**src/rtl/mem_stage_if.sv**
```systemverilog
`default_nettype none
// ============================================================================
//  Module      : mem_stage_if
//  Description : Bus bundle around the MEM stage. Carries the EX->MEM
//                valid/allow_in handshake and payload, the data-SRAM read
//                data, the MEM->WB handshake and register-file write fields,
//                and the decode-stage forwarding port.
//  Revision    : 1.0 - initial release
// ============================================================================
interface mem_stage_if #(
  parameter int XLEN = 32
);
  // EX -> MEM
  logic            to_mem_valid;
  logic            mem_allow_in;
  logic [XLEN-1:0] ex_pc;
  logic [XLEN-1:0] ex_res;
  logic [2:0]      ex_ld_op;
  logic [3:0]      ex_rf_we;
  logic [4:0]      ex_rf_waddr;

  // Data SRAM read return
  logic [XLEN-1:0] data_sram_rdata;

  // MEM -> WB
  logic            wb_allow_in;
  logic            to_wb_valid;
  logic [XLEN-1:0] mem_pc;
  logic [3:0]      mem_rf_we;
  logic [4:0]      mem_rf_waddr;
  logic [XLEN-1:0] mem_rf_wdata;

  // Decode-stage bypass
  logic            fwd_valid;
  logic [4:0]      fwd_waddr;
  logic [XLEN-1:0] fwd_wdata;

  // Surrounding pipeline (EX, SRAM, WB, decode) drives the stage
  modport master (
    output to_mem_valid, ex_pc, ex_res, ex_ld_op, ex_rf_we, ex_rf_waddr,
    output data_sram_rdata, wb_allow_in,
    input  mem_allow_in, to_wb_valid, mem_pc, mem_rf_we, mem_rf_waddr,
    input  mem_rf_wdata, fwd_valid, fwd_waddr, fwd_wdata
  );

  // The MEM stage itself
  modport slave (
    input  to_mem_valid, ex_pc, ex_res, ex_ld_op, ex_rf_we, ex_rf_waddr,
    input  data_sram_rdata, wb_allow_in,
    output mem_allow_in, to_wb_valid, mem_pc, mem_rf_we, mem_rf_waddr,
    output mem_rf_wdata, fwd_valid, fwd_waddr, fwd_wdata
  );
endinterface
`default_nettype wire

```
**src/rtl/mem_stage.sv**
```systemverilog
`default_nettype none
// ============================================================================
//  Module      : mem_stage
//  Description : MEM stage of the five-stage pipeline. Accepts instructions
//                from EX, receives synchronous data-SRAM read data one cycle
//                after acceptance, aligns/extends load data and hands the
//                register-file write fields to WB. Optionally captures the
//                SRAM read data when WB stalls so the result survives the
//                SRAM output changing. Drives a forwarding port for decode.
//  Revision    : 1.0 - initial release
// ============================================================================
module mem_stage #(
  parameter int XLEN       = 32,   // only 32 is supported
  parameter bit HOLD_RDATA = 1'b1  // 1: capture rdata under WB stall
) (
  input  logic        clk,
  input  logic        reset,
  mem_stage_if.slave  bus
);

  // Load opcode encoding; 0, 6 and 7 are non-loads
  localparam logic [2:0] LD_B  = 3'd1;
  localparam logic [2:0] LD_H  = 3'd2;
  localparam logic [2:0] LD_W  = 3'd3;
  localparam logic [2:0] LD_BU = 3'd4;
  localparam logic [2:0] LD_HU = 3'd5;

  // --------------------------------------------------------------------------
  // Stage state
  // --------------------------------------------------------------------------
  logic            mem_valid_q, mem_valid_d;
  logic [XLEN-1:0] pc_q,        pc_d;
  logic [XLEN-1:0] res_q,       res_d;
  logic [2:0]      ld_op_q,     ld_op_d;
  logic [3:0]      rf_we_q,     rf_we_d;
  logic [4:0]      rf_waddr_q,  rf_waddr_d;

  logic            mem_ready_go;
  logic            mem_allow_in;
  logic            accept;

  logic [XLEN-1:0] load_src;
  logic [7:0]      byte_sel;
  logic [15:0]     half_sel;
  logic [XLEN-1:0] result;

  // Single-cycle stage: the instruction is always ready to leave
  assign mem_ready_go = 1'b1;
  assign mem_allow_in = !mem_valid_q || (mem_ready_go && bus.wb_allow_in);
  assign accept       = bus.to_mem_valid && mem_allow_in;

  // Next-state for occupancy and payload: refill when allowed, else hold
  always_comb begin
    mem_valid_d = mem_valid_q;
    pc_d        = pc_q;
    res_d       = res_q;
    ld_op_d     = ld_op_q;
    rf_we_d     = rf_we_q;
    rf_waddr_d  = rf_waddr_q;
    if (mem_allow_in) begin
      mem_valid_d = bus.to_mem_valid;
    end
    if (accept) begin
      pc_d       = bus.ex_pc;
      res_d      = bus.ex_res;
      ld_op_d    = bus.ex_ld_op;
      rf_we_d    = bus.ex_rf_we;
      rf_waddr_d = bus.ex_rf_waddr;
    end
  end

  // Occupancy and payload registers
  always_ff @(posedge clk) begin
    if (reset) begin
      mem_valid_q <= 1'b0;
      pc_q        <= '0;
      res_q       <= '0;
      ld_op_q     <= '0;
      rf_we_q     <= '0;
      rf_waddr_q  <= '0;
    end else begin
      mem_valid_q <= mem_valid_d;
      pc_q        <= pc_d;
      res_q       <= res_d;
      ld_op_q     <= ld_op_d;
      rf_we_q     <= rf_we_d;
      rf_waddr_q  <= rf_waddr_d;
    end
  end

  // --------------------------------------------------------------------------
  // Read-data capture. The SRAM presents the word only in the cycle after
  // acceptance; if WB refuses it that cycle, the word is latched so later
  // SRAM traffic cannot corrupt the pending load result.
  // --------------------------------------------------------------------------
  generate
    if (HOLD_RDATA) begin : g_hold
      logic            rdata_fresh_q;
      logic            hold_valid_q, hold_valid_d;
      logic [XLEN-1:0] hold_data_q,  hold_data_d;

      // Capture on a stalled fresh cycle; a new acceptance retires the copy
      always_comb begin
        hold_valid_d = hold_valid_q;
        hold_data_d  = hold_data_q;
        if (accept) begin
          hold_valid_d = 1'b0;
        end else if (rdata_fresh_q && !bus.wb_allow_in && mem_valid_q) begin
          hold_valid_d = 1'b1;
          hold_data_d  = bus.data_sram_rdata;
        end
      end

      // Fresh flag marks the single cycle the SRAM output belongs to us
      always_ff @(posedge clk) begin
        if (reset) begin
          rdata_fresh_q <= 1'b0;
          hold_valid_q  <= 1'b0;
          hold_data_q   <= '0;
        end else begin
          rdata_fresh_q <= accept;
          hold_valid_q  <= hold_valid_d;
          hold_data_q   <= hold_data_d;
        end
      end

      assign load_src = hold_valid_q ? hold_data_q : bus.data_sram_rdata;
    end else begin : g_no_hold
      // WB never stalls in this configuration, so the live word is enough
      assign load_src = bus.data_sram_rdata;
    end
  endgenerate

  // --------------------------------------------------------------------------
  // Load alignment and extension. Misaligned halfword addresses are faulted
  // upstream, so res[0] is simply ignored for halfword loads.
  // --------------------------------------------------------------------------

  // Pick the addressed byte and halfword out of the source word
  always_comb begin
    byte_sel = load_src[7:0];
    case (res_q[1:0])
      2'd0:    byte_sel = load_src[7:0];
      2'd1:    byte_sel = load_src[15:8];
      2'd2:    byte_sel = load_src[23:16];
      default: byte_sel = load_src[31:24];
    endcase
    half_sel = res_q[1] ? load_src[31:16] : load_src[15:0];
  end

  // Extend per opcode; non-loads pass the ALU result through
  always_comb begin
    result = res_q;
    case (ld_op_q)
      LD_B:    result = {{(XLEN-8){byte_sel[7]}}, byte_sel};
      LD_BU:   result = {{(XLEN-8){1'b0}}, byte_sel};
      LD_H:    result = {{(XLEN-16){half_sel[15]}}, half_sel};
      LD_HU:   result = {{(XLEN-16){1'b0}}, half_sel};
      LD_W:    result = load_src;
      default: result = res_q;
    endcase
  end

  // --------------------------------------------------------------------------
  // Outputs
  // --------------------------------------------------------------------------
  assign bus.mem_allow_in = mem_allow_in;
  assign bus.to_wb_valid  = mem_valid_q && mem_ready_go;
  assign bus.mem_pc       = pc_q;
  assign bus.mem_rf_we    = mem_valid_q ? rf_we_q : 4'b0000;
  assign bus.mem_rf_waddr = rf_waddr_q;
  assign bus.mem_rf_wdata = result;

  // r0 is hard-wired zero, so a write to it must never be bypassed
  assign bus.fwd_valid    = mem_valid_q && (|rf_we_q) && (rf_waddr_q != 5'd0);
  assign bus.fwd_waddr    = rf_waddr_q;
  assign bus.fwd_wdata    = result;

endmodule
`default_nettype wire

```
**src/flat_wrapper.sv**
```systemverilog
// flat-port wrapper written by rule: the top's interface ports become plain ports
module mem_stage_flat 
#(
  parameter int XLEN       = 32,                          
  parameter bit HOLD_RDATA = 1'b1                                    
)
  (clk, reset, bus_to_mem_valid, bus_ex_pc, bus_ex_res, bus_ex_ld_op, bus_ex_rf_we, bus_ex_rf_waddr, bus_data_sram_rdata, bus_wb_allow_in, bus_mem_allow_in, bus_to_wb_valid, bus_mem_pc, bus_mem_rf_we, bus_mem_rf_waddr, bus_mem_rf_wdata, bus_fwd_valid, bus_fwd_waddr, bus_fwd_wdata);
  mem_stage_if #(.XLEN(XLEN)) bus_i ();
  input  logic clk;
  input  logic reset;
  input wire logic [$bits(bus_i.to_mem_valid)-1:0] bus_to_mem_valid;
  input wire logic [$bits(bus_i.ex_pc)-1:0] bus_ex_pc;
  input wire logic [$bits(bus_i.ex_res)-1:0] bus_ex_res;
  input wire logic [$bits(bus_i.ex_ld_op)-1:0] bus_ex_ld_op;
  input wire logic [$bits(bus_i.ex_rf_we)-1:0] bus_ex_rf_we;
  input wire logic [$bits(bus_i.ex_rf_waddr)-1:0] bus_ex_rf_waddr;
  input wire logic [$bits(bus_i.data_sram_rdata)-1:0] bus_data_sram_rdata;
  input wire logic [$bits(bus_i.wb_allow_in)-1:0] bus_wb_allow_in;
  output wire logic [$bits(bus_i.mem_allow_in)-1:0] bus_mem_allow_in;
  output wire logic [$bits(bus_i.to_wb_valid)-1:0] bus_to_wb_valid;
  output wire logic [$bits(bus_i.mem_pc)-1:0] bus_mem_pc;
  output wire logic [$bits(bus_i.mem_rf_we)-1:0] bus_mem_rf_we;
  output wire logic [$bits(bus_i.mem_rf_waddr)-1:0] bus_mem_rf_waddr;
  output wire logic [$bits(bus_i.mem_rf_wdata)-1:0] bus_mem_rf_wdata;
  output wire logic [$bits(bus_i.fwd_valid)-1:0] bus_fwd_valid;
  output wire logic [$bits(bus_i.fwd_waddr)-1:0] bus_fwd_waddr;
  output wire logic [$bits(bus_i.fwd_wdata)-1:0] bus_fwd_wdata;
  assign bus_i.to_mem_valid = bus_to_mem_valid;
  assign bus_i.ex_pc = bus_ex_pc;
  assign bus_i.ex_res = bus_ex_res;
  assign bus_i.ex_ld_op = bus_ex_ld_op;
  assign bus_i.ex_rf_we = bus_ex_rf_we;
  assign bus_i.ex_rf_waddr = bus_ex_rf_waddr;
  assign bus_i.data_sram_rdata = bus_data_sram_rdata;
  assign bus_i.wb_allow_in = bus_wb_allow_in;
  assign bus_mem_allow_in = bus_i.mem_allow_in;
  assign bus_to_wb_valid = bus_i.to_wb_valid;
  assign bus_mem_pc = bus_i.mem_pc;
  assign bus_mem_rf_we = bus_i.mem_rf_we;
  assign bus_mem_rf_waddr = bus_i.mem_rf_waddr;
  assign bus_mem_rf_wdata = bus_i.mem_rf_wdata;
  assign bus_fwd_valid = bus_i.fwd_valid;
  assign bus_fwd_waddr = bus_i.fwd_waddr;
  assign bus_fwd_wdata = bus_i.fwd_wdata;
  mem_stage #(.XLEN(XLEN), .HOLD_RDATA(HOLD_RDATA)) u_core (.clk(clk), .reset(reset), .bus(bus_i));
endmodule
```
**config.mk**
```make
export PLATFORM = sky130hd
export DESIGN_NAME = mem_stage_flat
export DESIGN_NICKNAME = d
export VERILOG_FILES = /design/src/rtl/mem_stage_if.sv /design/src/rtl/mem_stage.sv /design/src/flat_wrapper.sv
export SDC_FILE = /design/constraint.sdc
export NUM_CORES = 1
export LEC_CHECK = 0
export BUFFER_PORTS_ARGS = -buffer_cell sky130_fd_sc_hd__buf_2
export CAP_MARGIN = 20
export CORE_UTILIZATION = 53
export CTS_BUF_LIST = sky130_fd_sc_hd__clkbuf_4
export DETAILED_ROUTE_END_ITERATION = 12
export HOLD_SLACK_MARGIN = 0.06
export PLACE_DENSITY = 0.88
export SETUP_SLACK_MARGIN = 0.15
export SLEW_MARGIN = 20
export SYNTH_ARGS = -nofsm -noshare
export SYNTH_HDL_FRONTEND = slang
export SYNTH_SLANG_ARGS = --single-unit
```
**constraint.sdc**
```tcl
create_clock -name clk -period 3.6 [get_ports clk]
set_clock_uncertainty 0.05 [all_clocks]
set_input_delay 0.18 -clock clk [delete_from_list [all_inputs] [get_ports clk]]
set_output_delay 0.18 -clock clk [all_outputs]
set_load 0.005 [all_outputs]
```
==> reports/results.txt <==
outcome -> finished clean
Clk Latency, worst-skew pair -> 0.46 ns
Die Wd -> 101.2 µm
global-route total usage across every layer -> 0.3633
arrival time at the worst endpoint -> 2.84 ns
die height -> 101.2 µm
RSZ-0062 raised after global routing -> no
antenna violations before repair -> 2
period utilization -> 0.8521
Crit Path Max Fanout -> 16
pin count of the biggest net entering global routing -> 58
Synth Flop Type -> dfxtp_1
vias post-DR -> 5653
Syn Std Cell Area -> 5214 µm²
Pwr per Cell Area -> 360.2 nW/µm²
Final Cell Area -> 7352 µm²
CTS sink cnt -> 111
layout cells sized above 1 -> 0.3516
Num CTS Buffers -> 9
Hold-fix buffers, CTS -> 110
cts repair resizes -> 0
Critical Path Sink Type -> primary output
Initial Util -> 0.5563
H-tree level count -> 3
Yosys reg bits -> 111
min Tclk post-route -> 3.067 ns
Slew @ Worst Pin -> 1.116 ns
Final Hold Viols -> 0
remaining antenna violation count -> 0
Max Slew Vio Count -> 0
r2r setup slk -> 1.36 ns
Max-slew headroom -> 0.2543
Root Buffer -> clkbuf_4
R2R depth -> 6
Synth-to-Final Area Change -> 41.01%
post-synth net total -> 660
P_leak -> 0.003314 µW
max cap viols -> 0
Synth async-reset ratio -> 0
Cell Area, Placed -> 6096 µm²
# setup viols final -> 0
Reg-to-Reg End -> u_core.bus.mem_pc[22]
share of the yosys chip area belonging to registers -> 0.4262
total gr overflow -> 0
critical path launch point -> u_core.res_q[1]
Fin Setup TNS -> 0 ns
worst path required time -> 3.37 ns
Syn Inst Count -> 548
total wire length -> 18450 µm
reg2reg start -> u_core.bus.to_wb_valid
critical path endpoint -> bus_fwd_wdata[23]
# IOs -> 225
most frequent cells in the layout -> buf_2 (224), dlygate4sd3_1 (110), dfxtp_1 (110)
GP Congestion -> 0.8620
Routed WL per cell -> 19.36 µm
CP Launch Type -> flop
Port Buf Inserts -> 224
dpl hpwl -> 10960 µm
CTS tree -> built
first-pass GRT wire length -> 28270 µm
Iter 0 DRT Violations -> 526
row cnt -> 35
YS warnings -> 0
Post-Syn Area per Cell -> 9.514 µm²
maximum clock frequency -> 326.0 MHz
Peak supply drop -> 0.2307 mV
NumNets Final -> 929
Yosys cell types -> 43
vias in the first global route -> 5522
leading cell type in the layout, fill and taps excluded -> buf_2
pre-CTS WS -> 1.123 ns
Core ar. -> 9371 µm²
TritonRoute pass-1 iters -> 8
drt via density -> 5.932
# DRC -> 0
Post-CTS Setup Repair Bufs -> 0
filler cell count -> 597
total power draw -> 2648 µW
worst hold path class -> input port to flop
die area -> 10240 µm²
Worst-path clk slew -> 0.20 ns
crit path kind -> flop to primary output
fin worst setup slack -> 0.5326 ns
clock buffer depth -> 2
Post-synth EDFFs -> 0
-- where the power goes --
part | internal (µW) | switching [µW]
logic | 354 | 318
registers | 1290 | 54.8
clock network | 166 | 466
total | 1810 | 838
-- registers in the layout (all words and copies together) (netlist names) --
name / cells
u_core.ld_op_q: 3
u_core.g_hold.rdata_fresh_q: 1
u_core.g_hold.hold_valid_q: 1
u_core.g_hold.hold_data_q: 32
u_core.bus.mem_pc: 32
u_core.res_q: 32
u_core.bus.to_wb_valid: 1
u_core.bus.fwd_waddr: 5
u_core.rf_we_q: 4
-- area by class of cell --
| class | count | area, µm² | share of cell area |
|---|---|---|---|
| Inverter | 4 | 15.01 | 0.002042 |
| Antenna cell | 2 | 5.005 | 0.0006807 |
| Clock buffer | 9 | 67.56 | 0.009190 |
| Clock inverter | 7 | 81.33 | 0.01106 |
| Multi-Input combinational cell | 350 | 2511 | 0.3416 |
| Timing Repair Buffer | 341 | 2287 | 0.3111 |
| Tap cell | 129 | 161.4 | 0.02195 |
| Sequential cell | 111 | 2223 | 0.3024 |
-- stage by stage --
step	instances	hold slack (ns)	util
3_3_place_gp	825	0.3401	0.6505
2_1_floorplan	548	0.2507	-
6_report	953	0.1897	0.7845
3_5_place_dp	825	0.3419	0.6505
4_1_cts	951	0.1832	0.7838
5_1_grt	953	0.2035	0.7845
-- how the worst min path moves through the flow --
stage / start / end / slack (ns) / cells after the start
4_1_cts: reset / u_core.bus.to_wb_valid / 0.18 / 2
3_5_place_dp: bus_ex_res[30] / u_core.res_q[30] / 0.34 / 2
3_3_place_gp: bus_ex_rf_we[1] / u_core.rf_we_q[1] / 0.34 / 2
6_report: reset / u_core.bus.to_wb_valid / 0.19 / 2
2_1_floorplan: bus_to_mem_valid / u_core.bus.to_wb_valid / 0.25 / 2
5_1_grt: reset / u_core.g_hold.hold_data_q[18] / 0.20 / 2
-- synth_stat cells (2+ instances only) --
cell,n,area share
a22o_1,76,0.13
buf_2,16,0.015
mux4_2,8,0.035
mux2_2,27,0.058
o21a_1,2,0.0029
a31oi_1,3,0.0036
mux2i_1,10,0.019
dfxtp_1,111,0.43
buf_6,2,0.0043
a21o_1,6,0.0086
and2_1,5,0.0060
inv_1,4,0.0029
nand2_1,78,0.056
nor3_1,6,0.0058
buf_4,37,0.053
a222oi_1,8,0.015
nand2b_1,3,0.0036
nor2_1,26,0.019
o21ai_0,10,0.0096
clkbuf_1,24,0.017
nor2b_1,3,0.0036
a22oi_1,5,0.0072
mux4_1,2,0.010
buf_1,4,0.0029
o22ai_1,16,0.019
a21oi_1,39,0.037
-- critical path, cell delays in order, from the launching register on --
cell and delay, ns:
dfxtp_1 0.64, mux4_2 0.63, mux2i_4 0.21, a21oi_2 0.11, o21ai_4 0.45, nor2_1 0.15
buf_2 0.16
-- kinds of logic after synthesis --
| kind of cell | synth area share |
|---|---|
| mux | 0.1265 |
| xor+xnor | 0.001680 |
| compound gates | 0.2489 |
| flops | 0.4262 |
| simple gates | 0.1008 |
| buf+inv | 0.09599 |
-- layer usage --
layer	track usage	wire length (µm)
met2	0.6327	9262
met5	0	0
met4	0.2129	1049
met3	0.09179	1643
met1	0.4024	6489
Note: power is estimated with default switching activity, not from simulation.
